==> src/rtl/serial_receiver_pkg.sv <==
`default_nettype none
// ============================================================================
// Module      : serial_receiver_pkg
// Description : Shared state encodings and sizing helpers for the serial
//               receiver and its sampler.
// Revision    : 1.0 - initial release
// ============================================================================
package serial_receiver_pkg;

  localparam int unsigned STATE_W = 3;

  localparam logic [STATE_W-1:0] ST_IDLE   = 3'd0;
  localparam logic [STATE_W-1:0] ST_START  = 3'd1;
  localparam logic [STATE_W-1:0] ST_DATA   = 3'd2;
  localparam logic [STATE_W-1:0] ST_PARITY = 3'd3;
  localparam logic [STATE_W-1:0] ST_STOP   = 3'd4;

  // Bits needed to hold values 0..value-1, never less than one bit.
  function automatic int unsigned clog2_min1(input int unsigned value);
    int unsigned w;
    w = 1;
    while ((32'd1 << w) < value) begin
      w = w + 1;
    end
    return w;
  endfunction

  // Width of the per-bit clock counter for a given divisor.
  function automatic int unsigned cnt_width(input int unsigned divisor);
    return clog2_min1(divisor);
  endfunction

endpackage
`default_nettype wire

==> src/rtl/serial_receiver_sampler.sv <==
`default_nettype none
// ============================================================================
// Module      : serial_receiver_sampler
// Description : Line synchroniser, per-bit divisor counter and sample-point
//               strobe. With SERIAL_RECEIVER_MAJORITY_EN defined the sampled
//               bit is a 2-of-3 vote around the nominal sample point and the
//               strobe fires one clock later.
// Revision    : 1.0 - initial release
// ============================================================================
module serial_receiver_sampler
  import serial_receiver_pkg::*;
#(
  parameter int unsigned DIVISOR = 16
) (
  input  logic clk,
  input  logic rst_x,
  input  logic i_rx,
  input  logic i_load,
  input  logic i_run,
  output logic o_s,
  output logic o_strobe,
  output logic o_bit
);

  localparam int unsigned CNT_W = cnt_width(DIVISOR);
  localparam logic [CNT_W-1:0] C_LAST = CNT_W'(DIVISOR - 1);
`ifdef SERIAL_RECEIVER_MAJORITY_EN
  // The vote needs the clock after the nominal sample point.
  localparam logic [CNT_W-1:0] C_SAMPLE = CNT_W'(DIVISOR / 2 + 1);
`else
  localparam logic [CNT_W-1:0] C_SAMPLE = CNT_W'(DIVISOR / 2);
`endif

  logic             sync1_q, sync1_d;
  logic             sync2_q, sync2_d;
  logic [CNT_W-1:0] cnt_q, cnt_d;

  // Next values for the synchroniser and the bit-period counter; loading to 1
  // puts the counter in phase with the start-edge cycle.
  always_comb begin
    sync1_d = i_rx;
    sync2_d = sync1_q;
    if (i_load) begin
      cnt_d = CNT_W'(1);
    end else if (!i_run) begin
      cnt_d = '0;
    end else if (cnt_q == C_LAST) begin
      cnt_d = '0;
    end else begin
      cnt_d = cnt_q + 1'b1;
    end
  end

  // Synchroniser flops idle high; counter cleared on reset.
  always_ff @(posedge clk) begin
    if (!rst_x) begin
      sync1_q <= 1'b1;
      sync2_q <= 1'b1;
      cnt_q   <= '0;
    end else begin
      sync1_q <= sync1_d;
      sync2_q <= sync2_d;
      cnt_q   <= cnt_d;
    end
  end

`ifdef SERIAL_RECEIVER_MAJORITY_EN
  logic hist1_q, hist1_d;
  logic hist2_q, hist2_d;

  // Two-deep history of the synchronised line for the vote.
  always_comb begin
    hist1_d = sync2_q;
    hist2_d = hist1_q;
  end

  // History register, idle high like the synchroniser.
  always_ff @(posedge clk) begin
    if (!rst_x) begin
      hist1_q <= 1'b1;
      hist2_q <= 1'b1;
    end else begin
      hist1_q <= hist1_d;
      hist2_q <= hist2_d;
    end
  end

  assign o_bit = (hist2_q & hist1_q) | (hist2_q & sync2_q) | (hist1_q & sync2_q);
`else
  assign o_bit = sync2_q;
`endif

  assign o_s      = sync2_q;
  assign o_strobe = i_run && (cnt_q == C_SAMPLE);

endmodule
`default_nettype wire

==> src/rtl/serial_receiver.sv <==
`default_nettype none
// ============================================================================
// Module      : serial_receiver
// Description : UART-style receiver: start, WIDTH data bits LSB first, one raw
//               parity bit, one stop bit, fixed DIVISOR clocks per bit.
//               Optional feature macro: SERIAL_RECEIVER_MAJORITY_EN (2-of-3
//               vote at each sample point, all events one clock later).
// Revision    : 1.0 - initial release
// ============================================================================
module serial_receiver
  import serial_receiver_pkg::*;
#(
  parameter int unsigned WIDTH   = 8,
  parameter int unsigned DIVISOR = 16
) (
  input  logic             clk,
  input  logic             rst_x,
  input  logic             i_rx,
  output logic [WIDTH-1:0] o_data,
  output logic             o_parity,
  output logic             o_valid,
  output logic             o_frame_error,
  output logic             o_busy
);

  localparam int unsigned IDX_W = clog2_min1(WIDTH);
  localparam logic [IDX_W-1:0] C_LAST_BIT = IDX_W'(WIDTH - 1);

  logic [STATE_W-1:0] state_q, state_d;
  logic [IDX_W-1:0]   bit_idx_q, bit_idx_d;
  logic [WIDTH-1:0]   shift_q, shift_d;
  logic               par_q, par_d;
  logic [WIDTH-1:0]   data_q, data_d;
  logic               parity_q, parity_d;
  logic               valid_q, valid_d;
  logic               ferr_q, ferr_d;

  logic w_s, w_strobe, w_bit, w_load, w_run;

  serial_receiver_sampler #(
    .DIVISOR (DIVISOR)
  ) u_sampler (
    .clk      (clk),
    .rst_x    (rst_x),
    .i_rx     (i_rx),
    .i_load   (w_load),
    .i_run    (w_run),
    .o_s      (w_s),
    .o_strobe (w_strobe),
    .o_bit    (w_bit)
  );

  // State register.
  always_ff @(posedge clk) begin
    if (!rst_x) begin
      state_q <= ST_IDLE;
    end else begin
      state_q <= state_d;
    end
  end

  // Next-state logic: every transition after IDLE waits for a sample strobe.
  always_comb begin
    state_d = state_q;
    case (state_q)
      ST_IDLE:   if (!w_s) state_d = ST_START;
      ST_START:  if (w_strobe) state_d = w_bit ? ST_IDLE : ST_DATA;
      ST_DATA:   if (w_strobe && (bit_idx_q == C_LAST_BIT)) state_d = ST_PARITY;
      ST_PARITY: if (w_strobe) state_d = ST_STOP;
      ST_STOP:   if (w_strobe) state_d = ST_IDLE;
      default:   state_d = ST_IDLE;
    endcase
  end

  // FSM outputs. The FSM is already back in IDLE during the o_valid cycle so a
  // back-to-back start edge is caught there; busy is stretched over that cycle.
  always_comb begin
    w_load = (state_q == ST_IDLE) && !w_s;
    w_run  = (state_q != ST_IDLE);
    o_busy = (state_q != ST_IDLE) || valid_q;
  end

  // Datapath: shift data LSB first, capture parity, publish on the stop sample.
  always_comb begin
    bit_idx_d = bit_idx_q;
    shift_d   = shift_q;
    par_d     = par_q;
    data_d    = data_q;
    parity_d  = parity_q;
    ferr_d    = ferr_q;
    valid_d   = 1'b0;
    if (w_strobe) begin
      case (state_q)
        ST_START: begin
          bit_idx_d = '0;
        end
        ST_DATA: begin
          shift_d            = shift_q >> 1;
          shift_d[WIDTH-1]   = w_bit;
          bit_idx_d          = bit_idx_q + 1'b1;
        end
        ST_PARITY: begin
          par_d = w_bit;
        end
        ST_STOP: begin
          valid_d  = 1'b1;
          data_d   = shift_q;
          parity_d = par_q;
          ferr_d   = ~w_bit;
        end
        default: begin
          valid_d = 1'b0;
        end
      endcase
    end
  end

  // Datapath and output registers; reset discards any partial frame.
  always_ff @(posedge clk) begin
    if (!rst_x) begin
      bit_idx_q <= '0;
      shift_q   <= '0;
      par_q     <= 1'b0;
      data_q    <= '0;
      parity_q  <= 1'b0;
      valid_q   <= 1'b0;
      ferr_q    <= 1'b0;
    end else begin
      bit_idx_q <= bit_idx_d;
      shift_q   <= shift_d;
      par_q     <= par_d;
      data_q    <= data_d;
      parity_q  <= parity_d;
      valid_q   <= valid_d;
      ferr_q    <= ferr_d;
    end
  end

  assign o_data        = data_q;
  assign o_parity      = parity_q;
  assign o_valid       = valid_q;
  assign o_frame_error = ferr_q;

endmodule
`default_nettype wire

==> config.mk <==
export PLATFORM = sky130hd
export DESIGN_NAME = serial_receiver
export DESIGN_NICKNAME = d
export VERILOG_FILES = /design/src/rtl/serial_receiver_pkg.sv /design/src/rtl/serial_receiver_sampler.sv /design/src/rtl/serial_receiver.sv
export SDC_FILE = /design/constraint.sdc
export NUM_CORES = 1
export LEC_CHECK = 0
export CAP_MARGIN = 5
export CORE_MARGIN = 1
export CORE_UTILIZATION = 57
export CTS_CLUSTER_SIZE = 16
export DETAILED_ROUTE_END_ITERATION = 7
export PLACE_DENSITY = 0.81
export SLEW_MARGIN = 5
export SYNTH_ARGS = -nofsm -noshare
export SYNTH_HDL_FRONTEND = slang
export SYNTH_SLANG_ARGS = --single-unit
==> constraint.sdc <==
create_clock -name clk -period 4.4 [get_ports clk]
set_clock_uncertainty 0.2 [all_clocks]
set_input_delay 0.88 -clock clk [delete_from_list [all_inputs] [get_ports clk]]
set_output_delay 0.88 -clock clk [all_outputs]
set_load 0.01 [all_outputs]
# After elaboration in Yosys (flattened, before gate mapping)
# Index checks and enable logic that the tools add are counted.
dict set report totals {
  reg_bits 32
  input_bits 3
  out_inout_bits 12
}
dict set report op_classes {
  addsub 2
  n_eq_ne 12
  muxes 12
  bitwise 3
  reduce_logical 15
}
# op count
set op_table {}
lappend op_table {{$mux 3} 5}
lappend op_table {{$pmux 3 s5} 1}
lappend op_table {{$ne 2x2->1 const B} 5}
lappend op_table {{$reduce_and 2->1} 5}
lappend op_table {{$eq 4x4->1 const B} 2}
lappend op_table {{$eq 3x2->1 const B} 2}
lappend op_table {{$eq 3x3->1 const B} 2}
lappend op_table {{$pmux 3 s2} 1}
lappend op_table {{$reduce_and 5->1} 1}
lappend op_table {{$add 4x1->4 const B} 1}
lappend op_table {{$mux 1} 4}
lappend op_table {{$reduce_or 4->1} 1}
lappend op_table {{$add 3x1->3 const B} 1}
lappend op_table {{$eq 3x1->1 const B} 1}
lappend op_table {{$logic_and 1x1->1} 3}
lappend op_table {{$logic_not 3->1} 1}
lappend op_table {{$not 1->1} 3}
lappend op_table {{$reduce_bool 3->1} 1}
lappend op_table {{$mux 2} 1}
lappend op_table {{$reduce_bool 2->1} 1}
lappend op_table {{$logic_not 1->1} 1}
lappend op_table {{$logic_or 1x1->1} 1}

# Longest topological paths before layout
dict set report depth {
  depth_word 5
  mapped_depth 7
}

# By module
# From an unflattened synthesis, not the netlist that was laid out.
dict set report hier_totals {
  cells_unflattened 153
  hier_area_um2 1390.1
}
# mod n_inst cells_each area_each_um2 seq_area_each_um2
set modules_own_cells {}
lappend modules_own_cells {serial_receiver 1 128 1136.1 520.5}
lappend modules_own_cells {serial_receiver_sampler 1 25 254.0 120.1}

# Least setup slack after synthesis
# Ideal clock, no wire load.
dict set report synth_timing {
  path_type {reg-to-output}
  startpoint {register state_q[1]}
  endpoint {output port o_busy}
  t_arrival_ps 1094
  required_ps 3320
  path_slack_ps 2226
  stages_incl_launch_ff 4
  path_buffers 1
  path_cell_list {dfxtp_1 buf_2 or3_1 or2_2}
}
dict set report synth_between {
  elab_chain_cells 2
}
# item line
set synth_lines {}
lappend synth_lines {{start, declared} serial_receiver.sv:29} ;# logic [STATE_W-1:0] state_q, state_d;
lappend synth_lines {{start signal, assigned} serial_receiver.sv:58} ;# state_q <= state_d;
lappend synth_lines {{$reduce_bool 3->1} serial_receiver.sv:80} ;# o_busy = (state_q != ST_IDLE) || valid_q;
lappend synth_lines {{$logic_or 1x1->1} serial_receiver.sv:80}
lappend synth_lines {{end, declared} serial_receiver.sv:23} ;# output logic o_busy
# Every way passes these cells.

# Worst setup path after layout
# Same ends and word-level chain as after synthesis.

==> metrics.csv <==
stage,metric,value,unit
synth,ys_seq_area_share,49.47,%
placement,dp_hpwl,1526,um
status,status,completed,
worst_hold_path,hold_path.class,reg -> reg,
finish,stdcell_area,1465,sq um
timing,setup_tns,0,ns
die,core,2042,sq um
timing,fin_crit_sh,67.14,%
worst_setup_path,cp_data_arrival_time,1.87,ns
worst_setup_path,crit_path_end_kind,output pin,
die,fp.dieH,49.67,um
timing,rsz0062_at_grt,no,
placement,gp_congestion,0.7882,
die,rows,16,
worst_setup_path,path_delay_family,simple AND/OR/NAND/NOR gates,
power,pwr-share-seq,64.2,%
synth,synth_cell_types,26,
worst_setup_path,crit_chain,or3_1 -> or2_2 -> clkdlybuf4s50_1,
finish,fin_nets,150,
worst_setup_path,crit_start,state_q[1],
timing,finalHoldViolations,0,
finish,layout_commonest_cell,dfxtp_1,
worst_setup_path,r2r_slack,2.47,ns
global_routing,grt_pass1_wl,3781,um
timing,holdWs,0.2198,ns
global_routing,grt_overflow,0,
finish,area_growth,13.14,%
power,p_clk_share,32.5,%
timing,max_freq,338.5,MHz
worst_setup_path,r2r_start,u_sampler.cnt_q[0],
timing,fin_crit,2.954,ns
timing,slew_viol_final,0,
worst_hold_path,worstHoldStart,u_sampler.sync1_q,
synth,synth_cells,131,
clock_tree,post_cts_buffers,0,
power,share_comb_of_total_power,3.3,%
clock_tree,ctsHoldBuffers,0,
detailed_routing,wl,2161,um
worst_setup_path,required,3.32,ns
synth,syn_nets,138,
timing,worst_slew_pin_slew,1.129,ns
synth,ys_seq_elements,32,
die,die_area,2467,sq um
detailed_routing,vias_per_cell,5.329,
die,io_pins,15,
clock_tree,cts.sinks,32,
clock_tree,clk_latency,0.32,ns
die,initial_core_util,63.42,%
clock_tree,cts_root_buffer,clkbuf_4,
placement,dp_cells,163,
worst_setup_path,critPathLaunchType,register,
detailed_routing,ant_nets,0,
clock_tree,cts_resized,0,
worst_setup_path,critPathBufInv,1,
worst_setup_path,critPathSlowestCell,clkdlybuf4s50_1,
worst_setup_path,path_max_fanout,8,
finish,final_cell_count_no_fill,170,
global_routing,grt_pass1_vias,851,
placement,portBuffers,14,
die,chipWidth,49.67,um
job,drv_cap,0,
global_routing,grt_usage,20.74,%
worst_hold_path,holdPathStages,1,
clock_tree,path_clk_slew,0.09,ns
timing,max-slew-margin-rel,24.49,%
power,netSwitchingFraction,22.04,%
worst_setup_path,path_depth,3,
worst_setup_path,critPathKind,reg -> out,
power,total_leakage_power,0.6651,nW
clock_tree,ctsLongestPathBuffers,2,
placement,place_area,1419,sq um
clock_tree,cts_tree,built,
finish,layout-drive-gt1-share,6.294,%
clock_tree,numCtsBuffers,5,
global_routing,antenna_found_initial,0,
global_routing,grt_max_degree,35,
finish,num_antenna_cells,0,
power,ir_drop,0.0002397,V
detailed_routing,vias,906,
worst_setup_path,reg2reg_depth,5,
synth,synth.avg_cell_area,9.885,sq um
detailed_routing,drt_iter0_markers,20,
worst_hold_path,min_delay_worst_endpoint,u_sampler.o_bit,
worst_setup_path,reg2reg_to,shift_q[7],
detailed_routing,drt_first_pass_iters,4,
power,power_switching,0.1007,mW
synth,synth_area,1295,sq um
detailed_routing,wl_per_cell,12.71,um
clock_tree,htreeDepth,2,
finish,layout_common_cells,"dfxtp_1, nand2_1, mux2i_1, clkdlybuf4s50_1, nand2b_1",
power,p_per_area,311.8,nW/um^2
worst_setup_path,slowest_delay,0.48,ns
synth,yosysWarnings,0,
timing,setup_viol,0,
detailed_routing,drc,0,
power,power.internal,0.3561,mW
==> per-layer routing <==
layer | routed length [um] | up-vias | track usage [%]
met5 | 0 | - | 0
met4 | 21 | 0 | 8.571
met3 | 80 | 3 | 6.790
met2 | 1038 | 11 | 33.56
li1 | - | 463 | -
met1 | 1019 | 429 | 25.10
==> synthesized netlist by cell type <==
library cell / n / share of area (%)
a21o_1: 1 / 0.58
nand3_1: 2 / 0.77
a31oi_1: 1 / 0.48
o32ai_1: 1 / 0.68
buf_2: 1 / 0.39
and4b_1: 1 / 0.77
nor2_1: 6 / 1.7
o31a_1: 1 / 0.68
nand2_1: 28 / 8.1
or2_2: 1 / 0.48
ha_1: 4 / 3.9
and3_1: 1 / 0.48
a21oi_1: 1 / 0.39
buf_6: 2 / 1.7
nor3_1: 1 / 0.39
a311oi_1: 1 / 0.68
nand3b_4: 1 / 1.5
or4b_4: 1 / 1.1
or3_1: 2 / 0.97
dfxtp_1: 32 / 49
o22ai_1: 4 / 1.9
clkbuf_1: 6 / 1.7
inv_1: 3 / 0.87
nand2b_1: 7 / 3.4
mux2i_1: 20 / 15
xnor2_1: 2 / 1.4
==> worst register-to-register path, stage by stage, from the launching register on <==
cell      delay [ns]
dfxtp_1         0.36
inv_1           0.08
ha_1            0.21
nand3b_4        0.10
or3_1           0.63
mux2i_1         0.21
==> worst max-delay path by stage <==
stage,slack (ns),endpoint
6_report,1.45,o_busy
5_1_grt,1.36,o_busy
4_1_cts,1.43,o_busy
3_5_place_dp,1.51,state_q[0]
3_3_place_gp,1.62,u_sampler.cnt_q[0]
2_1_floorplan,2.23,o_busy
==> logic make-up (layout without fill, tap and decap cells) <==
family	count (synthesis)	in the layout	synth area share (%)
adder cells (fa/ha/maj)	4	4	3.865
flip-flops	32	32	49.47
AND/OR/NAND/NOR	51	51	19.71
buffers and inverters	12	24	4.734
AO/OA/AOI/OAI	10	10	5.411
multiplexers	20	20	15.46
XOR/XNOR	2	2	1.353
==> power by group through the flow <==
stage / Combinational [mW] / Clock, mW / Sequential (mW)
after detailed placement: 0.0150 / 0 / 0.300
final: 0.0149 / 0.148 / 0.293
after CTS: 0.0150 / 0.153 / 0.293
after global placement: 0.0141 / 0 / 0.300
after floorplan: 0.0115 / 0 / 0.299
after global routing: 0.0168 / 0.167 / 0.294
==> registers in the layout, indices dropped and copies added (netlist names) <==
| register | flops |
|---|---|
| par_q | 1 |
| o_valid | 1 |
| u_sampler.cnt_q | 4 |
| u_sampler.sync1_q | 1 |
| o_frame_error | 1 |
| bit_idx_q | 3 |
| o_parity | 1 |
| u_sampler.o_bit | 1 |
| o_data | 8 |
| state_q | 3 |
| shift_q | 8 |
==> stage by stage <==
step / total power [mW] / utilization [%] / setup slack [ns]
6_report: 0.4568 / 71.75 / 1.446
3_3_place_gp: 0.3141 / 69.49 / 1.621
5_1_grt: 0.4778 / 71.75 / 1.356
4_1_cts: 0.4611 / 71.75 / 1.426
2_1_floorplan: 0.3104 / - / 2.226
3_5_place_dp: 0.3151 / 69.49 / 1.510
==> final cells by class <==
cell class	count	area (sq um)
fillers	158	576.8
flip-flops and latches	32	640.6
inverters	3	11.26
clock buffers	6	41.29
repair buffers	14	140.1
well taps	27	33.78
multi-input cells	87	593.1
clock inverters	1	5.005
Note: power is estimated with default switching activity, not from simulation.
